===== config.mk =====
export PLATFORM = sky130hd
export DESIGN_NAME = down_timer
export DESIGN_NICKNAME = d
export VERILOG_FILES = /design/src/rtl/down_timer.sv
export SDC_FILE = /design/constraint.sdc
export NUM_CORES = 1
export LEC_CHECK = 0
export ABC_AREA = 1
export CAP_MARGIN = 20
export CORE_MARGIN = 2
export CORE_UTILIZATION = 43
export CTS_CLUSTER_SIZE = 25
export DETAILED_ROUTE_END_ITERATION = 10
export GPL_TIMING_DRIVEN = 0
export PLACE_DENSITY = 0.7
export SLEW_MARGIN = 20
export SYNTH_ARGS = -nofsm -noshare
export SYNTH_HDL_FRONTEND = slang
export SYNTH_SLANG_ARGS = --single-unit
export TNS_END_PERCENT = 50

===== constraint.sdc =====
create_clock -name clk -period 3 [get_ports clk]
set_input_delay 0.3 -clock clk [delete_from_list [all_inputs] [get_ports clk]]
set_output_delay 0.3 -clock clk [all_outputs]
set_load 0.01 [all_outputs]

===== src/rtl/down_timer.sv =====
// Loadable down-counting interval timer with terminal-count pulse and optional
// auto-reload; all registers update on the falling edge of clk.
//
// state | meaning
// ------+------------------------------------------------------------
// IDLE  | q holds, en ignored; waits for a nonzero load
// RUN   | counter active; decrements on each enabled edge toward terminal
module down_timer #(
    parameter int WIDTH = 4
) (
    input  logic             clk,
    input  logic             reset,
    input  logic             load,
    input  logic [WIDTH-1:0] din,
    input  logic             en,
    input  logic             auto_reload,
    output logic [WIDTH-1:0] q,
    output logic             tc,
    output logic             busy
);

    typedef enum logic {
        IDLE = 1'b0,
        RUN  = 1'b1
    } state_t;

    localparam logic [WIDTH-1:0] ONE  = WIDTH'(1);
    localparam logic [WIDTH-1:0] ZERO = '0;

    state_t           state, state_n;
    logic [WIDTH-1:0] cnt, cnt_n;
    logic [WIDTH-1:0] reload, reload_n;
    logic             tc_r, tc_n;
    logic             terminal;

    always_ff @(negedge clk or posedge reset) begin
        if (reset) begin
            state  <= IDLE;
            cnt    <= ZERO;
            reload <= ZERO;
            tc_r   <= 1'b0;
        end else begin
            state  <= state_n;
            cnt    <= cnt_n;
            reload <= reload_n;
            tc_r   <= tc_n;
        end
    end

    assign terminal = (state == RUN) && en && (cnt == ONE);

    always_comb begin
        state_n  = state;
        cnt_n    = cnt;
        reload_n = reload;
        tc_n     = 1'b0;
        if (load) begin
            cnt_n    = din;
            reload_n = din;
            state_n  = (din != ZERO) ? RUN : IDLE;
        end else if (terminal) begin
            tc_n = 1'b1;
            if (auto_reload) begin
                cnt_n = reload;
            end else begin
                cnt_n   = ZERO;
                state_n = IDLE;
            end
        end else if (state == RUN && en) begin
            // cnt of zero in RUN is unreachable; fall back to IDLE rather than wrap
            if (cnt > ONE) begin
                cnt_n = cnt - ONE;
            end else begin
                state_n = IDLE;
            end
        end
    end

    assign q    = cnt;
    assign tc   = tc_r;
    assign busy = (state == RUN);

endmodule

==> impl_metrics.ini, run 1 <==
[outcome]
status = finished, final reports clean

[critical_path]
cp_max_fo = 1
r2r_end = q[2]
cpPeakStageDelay_ns = 0.53
reg2regPathDepth = 8
crit_required_ns = 2.70
r2r_start = q[0]
worst-path-buf-inv = 1
start_kind = register
reg2reg_slack_ns = 1.52
cpLargestDelayFamily = buffers and inverters
path_cells = clkdlybuf4s50_1
crit_slowest_cell = clkdlybuf4s50_1
critPathKind = register to output pin
worstPathArrival_ns = 2.68
end_kind = output pin

[routing]
first_pass_iters = 4
ant_nets = 0
wl_um = 1250
num_vias = 590
routed_via_density = 4.96
wire_per_inst_um = 10.5
drc = 0
drtIter0Drc = 7

[clock_tree]
cts_hold_buf = 0
cts_tree = done
clock_sink_count = 10
clkTransAtPathRegs_ns = 0.04
clk_latency_ns = 0.27
cts_max_level = 1
cts-root-buf = clkbuf_4
cts_buffers = 3
cts.path.max_buffers = 2

[logic_synthesis]
synth_top_family_by_area = simple AND/OR/NAND/NOR gates
synth_simple_gate_area_share_pct = 42.8
synth_top_area_cell = dfrtn_1
netlist_instances = 86
ys_warn_count = 0
synth-xor-area-share_pct = 0
synth_compound_area_share_pct = 4.97
syn_nets = 97
synth-seq-cells = 10
synthMuxAreaShare_pct = 0
syn-cell-area_um2 = 654
yosysSeqAreaShare_pct = 38.2
synth_area_leaders = dfrtn_1 (38%), nand2_1 (22%), nand4_1 (4.8%)
avgSynthCellArea_um2 = 7.61
synthDistinctLibCells = 18
synth_fa_ha_area_share_pct = 3.82
synth.top_cell.area_share_pct = 38.2

[place]
placed_cells = 115
hpwl_um = 1060
io_buffers = 13
place.gp.congestion = 0.827

[global_route]
grt_max_degree = 11
grt-ovfl-total = 0
grt_pass1_wl_um = 2180
antenna_found_initial = 0
grt_usage_pct = 15.8
grt_pass1_vias = 541

[sta]
finalHoldViolCount = 0
worst_pin_slew_ns = 0.365
slew_violations = 0
fin_setup_tns_ns = 0
max-slew-margin-rel_pct = 75.6
finalSetupViolations = 0
timing.hold.ws_ns = 0.423
fin_skew_ns = 0.000608
rsz0062_at_grt = no

[cells_and_area]
area_growth_pct = 26.6
fin_cells = 119
drive_gt1_share_pct = 17.5
fin_util_pct = 56.3
nets = 116
num_antenna_cells = 0

[power_and_ir_drop]
vdd_ir_drop_max_mv = 0.420
totalPowerFinal_uw = 589
p_leak_nw = 0.445
power_density_mw_per_mm2 = 712

[min_path]
holdPathEnd = reload[3]
hold_path_class = register to register
hold_depth = 2
hp-start = reload[3]

[floorplan]
die_h_um = 43.0
start_util_pct = 44.5
num_rows = 14
io_pins = 15
coreArea_mm2 = 0.00147
dieArea_mm2 = 0.00185
die_w_um = 43.0

[flow_run]
maxCapViolations = 0
-- worst max-delay path by stage --
stage / start / end / slack, ns / depth (start not counted)
after global placement: en / q[2] / -0.13 / 10
after floorplan: en / q[2] / 0.48 / 9
final: tc / tc / 0.02 / 1
after CTS: tc / tc / 0.01 / 1
after detailed placement: en / q[2] / -0.14 / 10
after global routing: tc / tc / 0.003 / 1
-- sequential cells by signal, summed over array words and instances (netlist names) --
register and count:
q 4, reload 4, busy 1, tc 1
-- repair_timing --
action,4_1_cts,5_1_grt
resized for setup,5,0
buffers inserted,1,0
setup endpoints to repair,5,0
-- metal layers --
metal	GRT usage (%)	share of wire, %	vias up
li1	-	-	306
met1	21.0	48	276
met2	25.2	49	4
met3	1.28	1.0	4
met4	9.09	2.0	0
met5	0	0	-
-- kinds of logic after synthesis --
family	after synthesis
DFF	10
AOI/OAI and AO/OA	3
adders and majority gates	2
and+or+nand+nor	58
buffers and inverters	13
-- cell type report --
cell class / count / area, um2
buffer: 2 / 25.0
clock buffer: 3 / 22.5
multi-input combinational: 63 / 338
sequential: 10 / 250
fill: 153 / 643
inverter: 11 / 41.3
tap: 16 / 20.0
timing repair buffer: 14 / 131
-- metrics by stage --
| step | cell area [um2] | worst slack [ns] |
|---|---|---|
| after global routing | 828 | 0.00285 |
| after floorplan | 654 | 0.482 |
| after CTS | 828 | 0.0110 |
| after detailed placement | 805 | -0.143 |
| final | 828 | 0.0239 |
| after global placement | 805 | -0.131 |
-- cell usage after synthesis, drive strengths merged --
master	instances
ha	2
nand4	5
or2	1
inv	11
dfrtn	10
o41ai	1
buf	1
nor2	3
o21ai	1
nand3	6
clkbuf	1
nand2	43
o211ai	1
-- power breakdown --
group | internal (mW) | switching, mW | total (mW) | leakage (nW)
registers | 0.172 | 0.0287 | 0.200 | 0.122
logic | 0.127 | 0.175 | 0.302 | 0.309
clock network | 0.0461 | 0.0406 | 0.0867 | 0.0138
total | 0.345 | 0.244 | 0.589 | 0.445
-- layout by cell type (no fill, tap or decap) --
master	count
nand2_1	39
dfrtn_1	10
clkdlybuf4s50_1	8
inv_1	7
nand4_1	5
nand3_1	5
dlygate4sd2_1	5
inv_2	4
clkbuf_4	3
nand2_4	2
nor2_4	2
nand2_2	2
ha_1	2
nand3_2	1
buf_6	1
clkbuf_8	1
o21ai_4	1
nor2_1	1
o211ai_1	1
o41ai_1	1
or2_0	1
buf_4	1
No activity file was read; power rests on OpenSTA's default activity.
==> run 2, diff against run 1 <==
Settings changed: CORE_AREA set to 2 2 39 41, CORE_MARGIN 2 to not set, CORE_UTILIZATION 43 to not set, CTS_CLUSTER_SIZE 25 to not set, DIE_AREA set to 0 0 41 43, PLACE_DENSITY 0.7 to 0.79.
==> impl_metrics.ini, run 2 (synthesis gave the netlist of run 1 again) <==
[outcome]
status = finished, final reports clean

[sta]
slew_violations = 0
worst_pin_slew_ns = 0.385
fin_setup_tns_ns = 0
finalSetupViolations = 0
rsz0062_at_grt = no
max-slew-margin-rel_pct = 74.3
finalHoldViolCount = 0
fin_skew_ns = 0.00325

[floorplan]
dieArea_mm2 = 0.00176
coreArea_mm2 = 0.00138
start_util_pct = 47.3
io_pins = 15
num_rows = 14
die_h_um = 43
die_w_um = 41

[power_and_ir_drop]
swShare_pct = 41.8
p_seq_share_pct = 32.2
power_frac_comb_pct = 53.3
p_leak_nw = 0.469
totalPowerFinal_uw = 606
power_frac_clock_pct = 14.6
power_density_mw_per_mm2 = 723
internal_power_uw = 353
vdd_ir_drop_max_mv = 0.331
p_switching_uw = 253

[routing]
first_pass_iters = 4
ant_nets = 0
drc = 0
wl_um = 1380
wire_per_inst_um = 11.5
num_vias = 612
drtIter0Drc = 7
routed_via_density = 5.10

[cells_and_area]
fin_area_um2 = 838
fin_util_pct = 60.6
area_growth_pct = 28.1
final_common_cell = nand2_1
num_antenna_cells = 0
nets = 117
final_cell_mix = nand2_1 (39), dfrtn_1 (10), inv_1 (7), clkdlybuf4s50_1 (7)
drive_gt1_share_pct = 18.3
fin_cells = 120

[clock_tree]
cts_max_level = 1
cts.path.max_buffers = 2
cts-root-buf = clkbuf_4
cts_tree = done
clkTransAtPathRegs_ns = 0.05
clk_latency_ns = 0.27
cts_hold_buf = 0
clock_sink_count = 10
cts_buffers = 3

[critical_path]
worstPathArrival_ns = 1.46
crit_required_ns = 1.61
critPathKind = input pin to register
end_kind = register
cp_max_fo = 6
r2r_start = q[0]
cp-startpoint = en
reg2regPathDepth = 8
start_kind = input pin

[global_route]
grt_pass1_wl_um = 2370
antenna_found_initial = 0
grt_max_degree = 11
grt_pass1_vias = 568
grt-ovfl-total = 0
grt_usage_pct = 19.9

[place]
placed_cells = 115
place.gp.congestion = 0.817
io_buffers = 13
hpwl_um = 1070
placed_cell_area_um2 = 805

[min_path]
hold_path_class = register to register
hold_depth = 2
hp-start = reload[2]

[flow_run]
maxCapViolations = 0
==> run 2: cell count changes in the layout (fill, tap and decap cells not counted) <==
cell / before / now
dlymetal6s2s_1: 0 / 1
buf_4: 1 / 2
clkdlybuf4s50_1: 8 / 7
==> run 2: power by group through the flow <==
stage / registers, mW / logic, mW / clock network, mW
after global placement: 0.211 / 0.300 / 0
final: 0.195 / 0.323 / 0.0883
after floorplan: 0.222 / 0.190 / 0
after detailed placement: 0.213 / 0.307 / 0
after CTS: 0.194 / 0.325 / 0.0920
after global routing: 0.199 / 0.359 / 0.100
==> run 2: critical path, cell delays in order <==
cell and delay, ns:
clkdlybuf4s50_1 0.50, nand2_4 0.09, inv_2 0.06, nand3_2 0.09
nand2_2 0.09, inv_2 0.06, o21ai_4 0.09, inv_2 0.06
nand2_1 0.06, nand2_1 0.06
==> run 2: worst paths after layout <==
| kind | to | slack (ns) |
|---|---|---|
| max | q[3] | 0.15 |
| min | reload[2] | 0.42 |
| max reg2reg | q[3] | 1.51 |
| min reg2reg | reload[2] | 0.42 |
| max in group asynchronous | reload[3] | 0.99 |
| min in group asynchronous | reload[0] | 1.71 |
==> run 2: repair_timing <==
| item | in CTS | in global routing |
|---|---|---|
| gates resized for setup | 5 | 1 |
| buffers inserted | 2 | 0 |
| setup endpoints to repair | 5 | 1 |
==> run 2: final cells by class <==
class	instances	area (um2)
buffer	2	25.0
clock buffer	3	22.5
fill	128	546
inverter	11	41.3
multi-input combinational	63	338
sequential	10	250
tap	16	20.0
timing repair buffer	15	141
==> run 2: layer usage <==
layer	track usage [%]	up-vias	wire length, um
met1	25.5	298	625
met3	5.76	2	14
met4	10.7	0	8
met2	29.1	6	726
met5	0	-	0
li1	-	306	-
==> run 2: through the flow <==
| stage | worst slack (ns) | hold WS [ns] |
|---|---|---|
| 5_1_grt | 0.0545 | 0.460 |
| 6_report | 0.153 | 0.423 |
| 3_3_place_gp | -0.125 | 0.415 |
| 3_5_place_dp | -0.136 | 0.420 |
| 2_1_floorplan | 0.482 | 0.402 |
| 4_1_cts | 0.0147 | 0.422 |
